===== src/rtl/poly_pkg.sv =====
// Shared constants for the polynomial-multiplication datapath:
// default operand width, the BN254 scalar-field prime and the op encoding.
package poly_pkg;

   localparam int DATA_W_DEF = 256;

   localparam logic [DATA_W_DEF-1:0] FIELD_P =
      256'h30644e72e131a029b85045b68181585d2833e84879b9709143e1f593f0000001;

   localparam logic OP_ADD = 1'b0;
   localparam logic OP_SUB = 1'b1;

endpackage


===== src/rtl/pipe_stage_reg.sv =====
// Generic pipeline register: loads d when en is high, clears to zero on
// asynchronous active-low reset. One instance holds a whole stage bundle.
module pipe_stage_reg #(
   parameter int W = 1
) (
   input  logic         clk,
   input  logic         rst_n,
   input  logic         en,
   input  logic [W-1:0] d,
   output logic [W-1:0] q
);

   // Hold the bundle unless the stage is allowed to advance
   always_ff @(posedge clk or negedge rst_n) begin
      if (!rst_n) begin
         q <= '0;
      end else if (en) begin
         q <= d;
      end
   end

endmodule


===== src/rtl/mod_addsub_pipe.sv =====
// Two-stage pipelined modular adder/subtractor, (a+b) mod P or (a-b) mod P,
// with valid/ready handshake and full backpressure at one result per cycle.
// Stage 1 forms the raw sum/difference, stage 2 applies a single correction.
// Optional build macro MOD_ADDSUB_RANGE_CHK_EN adds an out_err flag marking
// results whose operands were not reduced (>= P).
module mod_addsub_pipe
   import poly_pkg::*;
#(
   parameter int                DATA_W  = DATA_W_DEF,
   parameter logic [DATA_W-1:0] MODULUS = FIELD_P,
   parameter int                TAG_W   = 8
) (
   input  logic              clk,
   input  logic              rst_n,
   input  logic              in_valid,
   output logic              in_ready,
   input  logic              in_op,
   input  logic [DATA_W-1:0] in_a,
   input  logic [DATA_W-1:0] in_b,
   input  logic [TAG_W-1:0]  in_tag,
   output logic              out_valid,
   input  logic              out_ready,
   output logic [DATA_W-1:0] out_res,
   output logic [TAG_W-1:0]  out_tag
`ifdef MOD_ADDSUB_RANGE_CHK_EN
   ,
   output logic              out_err
`endif
);

   // Single conditional correction of a raw stage-1 value into [0, P)
   function automatic logic [DATA_W-1:0] mod_reduce(
      input logic              op,
      input logic [DATA_W:0]   raw,
      input logic              borrow
   );
      if (op == OP_ADD) begin
         if (raw >= {1'b0, MODULUS}) begin
            return raw[DATA_W-1:0] - MODULUS;
         end
         return raw[DATA_W-1:0];
      end
      if (borrow) begin
         return raw[DATA_W-1:0] + MODULUS;
      end
      return raw[DATA_W-1:0];
   endfunction

`ifdef MOD_ADDSUB_RANGE_CHK_EN
   localparam int ERR_W = 1;
`else
   localparam int ERR_W = 0;
`endif
   // Stage 1 bundle: valid, err?, tag, op, borrow, raw
   localparam int S1_W = 1 + ERR_W + TAG_W + 1 + 1 + DATA_W + 1;
   // Stage 2 bundle: valid, err?, tag, res
   localparam int S2_W = 1 + ERR_W + TAG_W + DATA_W;

   logic              s1_en;
   logic              s2_en;
   logic              s1_valid;
   logic              s2_valid;

   logic [DATA_W:0]   raw_d;
   logic              borrow_d;
   logic [S1_W-1:0]   s1_d;
   logic [S1_W-1:0]   s1_q;
   logic [S2_W-1:0]   s2_d;
   logic [S2_W-1:0]   s2_q;

   logic [DATA_W:0]   s1_raw;
   logic              s1_borrow;
   logic              s1_op;
   logic [TAG_W-1:0]  s1_tag;

   // A stage may load when it is empty or its contents move on this cycle
   assign s2_en    = !s2_valid || out_ready;
   assign s1_en    = !s1_valid || s2_en;
   assign in_ready = s1_en;

   // Raw sum (with carry) or wrapped difference (with borrow) of the operands
   always_comb begin
      raw_d    = '0;
      borrow_d = 1'b0;
      if (in_op == OP_SUB) begin
         raw_d    = {1'b0, in_a - in_b};
         borrow_d = (in_a < in_b);
      end else begin
         raw_d    = {1'b0, in_a} + {1'b0, in_b};
      end
   end

   // ---- stage 1 boundary ----
`ifdef MOD_ADDSUB_RANGE_CHK_EN
   logic range_err_d;
   logic s1_err;
   assign range_err_d = (in_a >= MODULUS) || (in_b >= MODULUS);
   assign s1_d = {in_valid, range_err_d, in_tag, in_op, borrow_d, raw_d};
   assign {s1_valid, s1_err, s1_tag, s1_op, s1_borrow, s1_raw} = s1_q;
`else
   assign s1_d = {in_valid, in_tag, in_op, borrow_d, raw_d};
   assign {s1_valid, s1_tag, s1_op, s1_borrow, s1_raw} = s1_q;
`endif

   pipe_stage_reg #(.W(S1_W)) u_stage1 (
      .clk   (clk),
      .rst_n (rst_n),
      .en    (s1_en),
      .d     (s1_d),
      .q     (s1_q)
   );

   // ---- stage 2 boundary ----
`ifdef MOD_ADDSUB_RANGE_CHK_EN
   assign s2_d = {s1_valid, s1_err, s1_tag, mod_reduce(s1_op, s1_raw, s1_borrow)};
   assign {s2_valid, out_err, out_tag, out_res} = s2_q;
`else
   assign s2_d = {s1_valid, s1_tag, mod_reduce(s1_op, s1_raw, s1_borrow)};
   assign {s2_valid, out_tag, out_res} = s2_q;
`endif

   pipe_stage_reg #(.W(S2_W)) u_stage2 (
      .clk   (clk),
      .rst_n (rst_n),
      .en    (s2_en),
      .d     (s2_d),
      .q     (s2_q)
   );

   assign out_valid = s2_valid;

endmodule


===== config.mk =====
export PLATFORM = sky130hd
export DESIGN_NAME = mod_addsub_pipe
export DESIGN_NICKNAME = d
export VERILOG_FILES = /design/src/rtl/poly_pkg.sv /design/src/rtl/pipe_stage_reg.sv /design/src/rtl/mod_addsub_pipe.sv
export SDC_FILE = /design/constraint.sdc
export NUM_CORES = 2
export LEC_CHECK = 0
export ABC_CLOCK_PERIOD_IN_PS = 5100
export CAP_MARGIN = 20
export CORE_UTILIZATION = 28
export DETAILED_ROUTE_END_ITERATION = 10
export DONT_BUFFER_PORTS = 1
export GPL_TIMING_DRIVEN = 0
export PLACE_DENSITY = 0.48
export SETUP_SLACK_MARGIN = 0.3
export SYNTH_ARGS = -nofsm -noshare
export SYNTH_HDL_FRONTEND = slang
export SYNTH_SLANG_ARGS = --single-unit

===== constraint.sdc =====
create_clock -name clk -period 5.1 [get_ports clk]
set_clock_uncertainty 0.1 [all_clocks]
set_input_delay 0.255 -clock clk [delete_from_list [all_inputs] [get_ports clk]]
set_output_delay 0.255 -clock clk [all_outputs]
set_load 0.02 [all_outputs]

==> metrics.md <==
| Metric | Value |
|---|---|
| Worst slack, placed | -2470 ps |
| Part of the total power dissipated in combinational logic | 0.608 |
| Delay contributed by the slowest stage of the critical path | between 600 and 700 ps |
| Fin area | slightly above 90000 um^2 |
| Core area | 277000 um^2 |
| Prevailing post-synth register cell | dfrtp_1 |
| Setup repair after global routing missed its margin | true |
| Async set-or-reset flop fraction in the synthesized netlist | 1.00 |
| Endpoint arrival time on the critical path | between 5000 and 6000 ps |
| Share of post-route cells with drive strength above 1 | 0.110 |
| Area of the die | 282000 um^2 |
| Nets | ~13000 |
| Kind of critical path | input port to flip-flop |
| Most Frequent Cell on Critical Path | o21ai_0 |
| Smallest setup slack after layout | -6.20 ps |
| CTS H-tree depth | 2 |
| Combined area of all synthesized cells | just under 80000 um^2 |
| Clk pwr share | 0.133 |
| Final max-slew violation count | ~400 |
| Cell internal pwr | between 10 and 15 mW |
| Net count of the mapped netlist | 12900 |
| Total power divided by cell area | 341 nW/um^2 |
| Total of hold buffers inserted after clock tree synthesis | 15 |
| Die height | 531 um |
| Setup crit end kind | flip-flop |
| Via count of the routed design | around 100k |
| Violated checks | hold timing, slew limit, setup timing |
| Post-Syn Area per Cell | between 6 and 7 um^2 |
| WL/cell | roughly 36 um |
| Sequential group share of total power | 0.259 |
| Status | finished, violations left |
| Distinct cell type count of the synthesized netlist | ~130 |
| Critical Path Fanout Max | 10 |
| Wire length of the first global-routing pass | roughly 770000 um |
| Area after detailed placement | around 84000 um^2 |
| Family with the most delay on the worst path | compound AO/OA/AOI/OAI gates |
| Clock transition at the registers of the reported paths | approximately 60 ps |
| Initial core utilization | 0.282 |
| Gr usage total | 0.389 |
| Leakage power total | between 30 and 40 nW |
| Deepest clock path buffer count | 3 |
| Number of fillers in the final layout | ~31000 |
| IR drop worst, VDD | 0.252 mV |
| CTS tree | done |
| Sequential fraction of the synthesis area | 0.170 |
| Number of setup violations in the final report | 2 |
| YS warnings | 0 |
| Placed wire-length estimate | slightly below 500000 um |
| Commonest non-fill, non-tap cell in the layout | a21oi_1 |
| Chip width | approximately 530 um |
| Worst hold-check path type | input port to asynchronous set/reset pin |
| Slowest stage cell on the critical path | o21ai_0 |
| Bufs and invs on worst path | 2 |
| Number of global-route vias before repair | slightly above 90000 |
| Final-report hold violation count | 337 |
| CTS sink cnt | 533 |
| Final Cycle Share | 1.00 |
| Fraction of post-synthesis cell area in the top cell type by area | 0.170 |
| Cts bufs inserted | 54 |
| Antenna violations before repair | about 110 |
| Switching power | roughly 18 mW |
| Iteration count of the initial detailed-routing pass | 9 |
| DRC viols | 0 |
| Cell types occupying the most area after synthesis | dfrtp_1 (17%), a21oi_1 (9.7%), ha_1 (8.2%) |
| Worst-case headroom to the max-slew limit | -1.85 |
| Proportion of total power due to net switching | 0.586 |
| Leading area contributor after synthesis | dfrtp_1 |
| Post-layout total power | approximately 31 mW |
| Setup TNS Final | -10.2 ps |
| Routed WL | roughly 580000 um |
| Required time at the endpoint of the critical path | between 5000 and 6000 ps |
| Most used cells in the layout excluding fill and tap cells | a21oi_1 (1482), nand2_1 (1353), o21ai_0 (1123), nor2_1 (1045), inv_1 (648) |
| GR Overflow Total | 0 |
| Last weighted congestion value of the routability-driven placer | between 1 and 1.5 |
| Layout overhead on the synthesized area | 17.5% |
| DR iter-0 viols | about 15000 |
| Number of placement rows | 193 |
| IO Pins | slightly below 800 |
| Count of antenna-violating nets left after detailed routing | 0 |
| Startpoint kind of the worst setup timing path | input port |
| Flop and latch count out of synthesis | ~530 |
| Post-Syn Instances | 11800 |
| Actual transition at the worst max-transition pin | 4280 ps |
| Clock latency at the later pin of the worst-skew pair | 680 ps |
| Worst-path cell chain | inv_1, ha_1, buf_2, nor2b_1, o21ai_0, a31oi_1, nor3_1, o21ai_0, a21oi_1, o211ai_1, or2_2, a41oi_1, o21ai_2, a21o_1, nor2_1, a21oi_1, xnor2_4, o21ai_0 |
| Finished Core Util | 0.332 |
| Clock root buffer | clkbuf_16 |
| Post-route worst hold slack | -763 ps |
| Max-cap check violation count | 0 |
| Largest net degree at the start of global routing | between 500 and 600 |
| Timing-limited maximum frequency | ~200 MHz |
| Count of flip-flops with a built-in enable after synthesis | 0 |
| Minimum period implied by the final worst setup slack | 5110 ps |
| Detail-routed via count per cell | 6.44 |
| Number of input and output port buffers inserted | 0 |
## layout make-up
cell class,instances,area [um^2],area share
Multi-Input combinational cell,9878,63600,0.692
Sequential cell,533,13400,0.145
Tap cell,3705,4640,0.0504
Buffer,750,3410,0.0370
Inverter,658,2470,0.0269
Timing Repair Buffer,251,2350,0.0255
Clock buffer,72,1510,0.0164
Antenna cell,136,340,0.00370
Clock inverter,27,278,0.00302
## path summary, 6_finish.rpt
kind	from	to	slack (ps)	cells past startpoint
max in group asynchronous	rst_n	u_stage2.q[64]	2370	0
min in group clk	in_b[253]	u_stage1.q[254]	60	5
worst max-delay path	in_b[90]	u_stage1.q[193]	-6	18
worst max register to register	u_stage1.q[61]	u_stage2.q[249]	80	17
worst min-delay path	rst_n	u_stage1.q[17]	-760	0
worst min register to register	u_stage1.q[267]	u_stage2.q[264]	350	1
## stage by stage
step	std cells	hold slack, ps
global route	16000	-780
finish	16000	-763
floorplan	11800	-141
global placement	15500	-92.9
detailed placement	15600	-91.6
CTS	15800	-805
## cell usage after synthesis (23+ instances only)
cell and n:
a211o_1 26, nand2_1 1366, buf_1 58, nor2_1 1081, nand3_1 273, nand4_1 340
nand4b_1 34, or3_1 90, inv_1 650, a21o_1 127, and4_1 31, dfrtp_1 533
a221oi_1 28, nor4_1 292, or2_2 66, o21ai_1 50, a311oi_1 23, o21bai_1 226
and2_1 86, clkbuf_1 606, o22ai_1 41, a31oi_1 136, a211oi_1 90, ha_1 515
o21a_1 103, o221ai_1 27, a21oi_1 1516, o211ai_1 103, or4_1 39, buf_2 75
o31a_1 32, a22oi_1 34, xor2_1 129, o31ai_1 197, xnor2_1 373, o21ai_0 1172
nand2b_1 88, mux2i_1 50, nor2b_1 112, nor3_1 344, a21boi_0 79, and3_1 104
## routing by layer
metal / global-route usage / routed length (um) / up-vias
met5: 0 / 179 / -
met4: 0.197 / 33900 / 26
met3: 0.125 / 78400 / 1105
met2: 0.514 / 217000 / 7702
met1: 0.550 / 246000 / 50400
li1: - / - / 43800
## logic make-up after synthesis
kind of cell	Yosys count	share of synthesized area
mux	58	0.00755
simple gates	4477	0.278
xor+xnor	502	0.0562
buf+inv	1408	0.0694
compound gates	4324	0.336
fa+ha+maj	517	0.0829
flops	533	0.170
## flip-flops by register name (all words and copies together) (netlist names)
signal and flops:
u_stage1.q 268, u_stage2.q 265
## power by group through the flow
stage | clock network (mW) | registers, mW | logic, mW
after floorplan | 0 | 7.41 | 9.34
final | 4.18 | 8.11 | 19.1
after global placement | 0 | 8.08 | 16.6
after CTS | 4.28 | 8.05 | 17.3
after detailed placement | 0 | 8.09 | 16.5
after global routing | 4.41 | 8.27 | 19.5
## timing repair
item                                   CTS  global route
endpoints found under the hold margin  546           533
setup endpoints to repair              384           291
buffers inserted                        79            70
resized for setup                      572           501
pin swaps                               88            92
No activity file was read; power rests on OpenSTA's default activity.
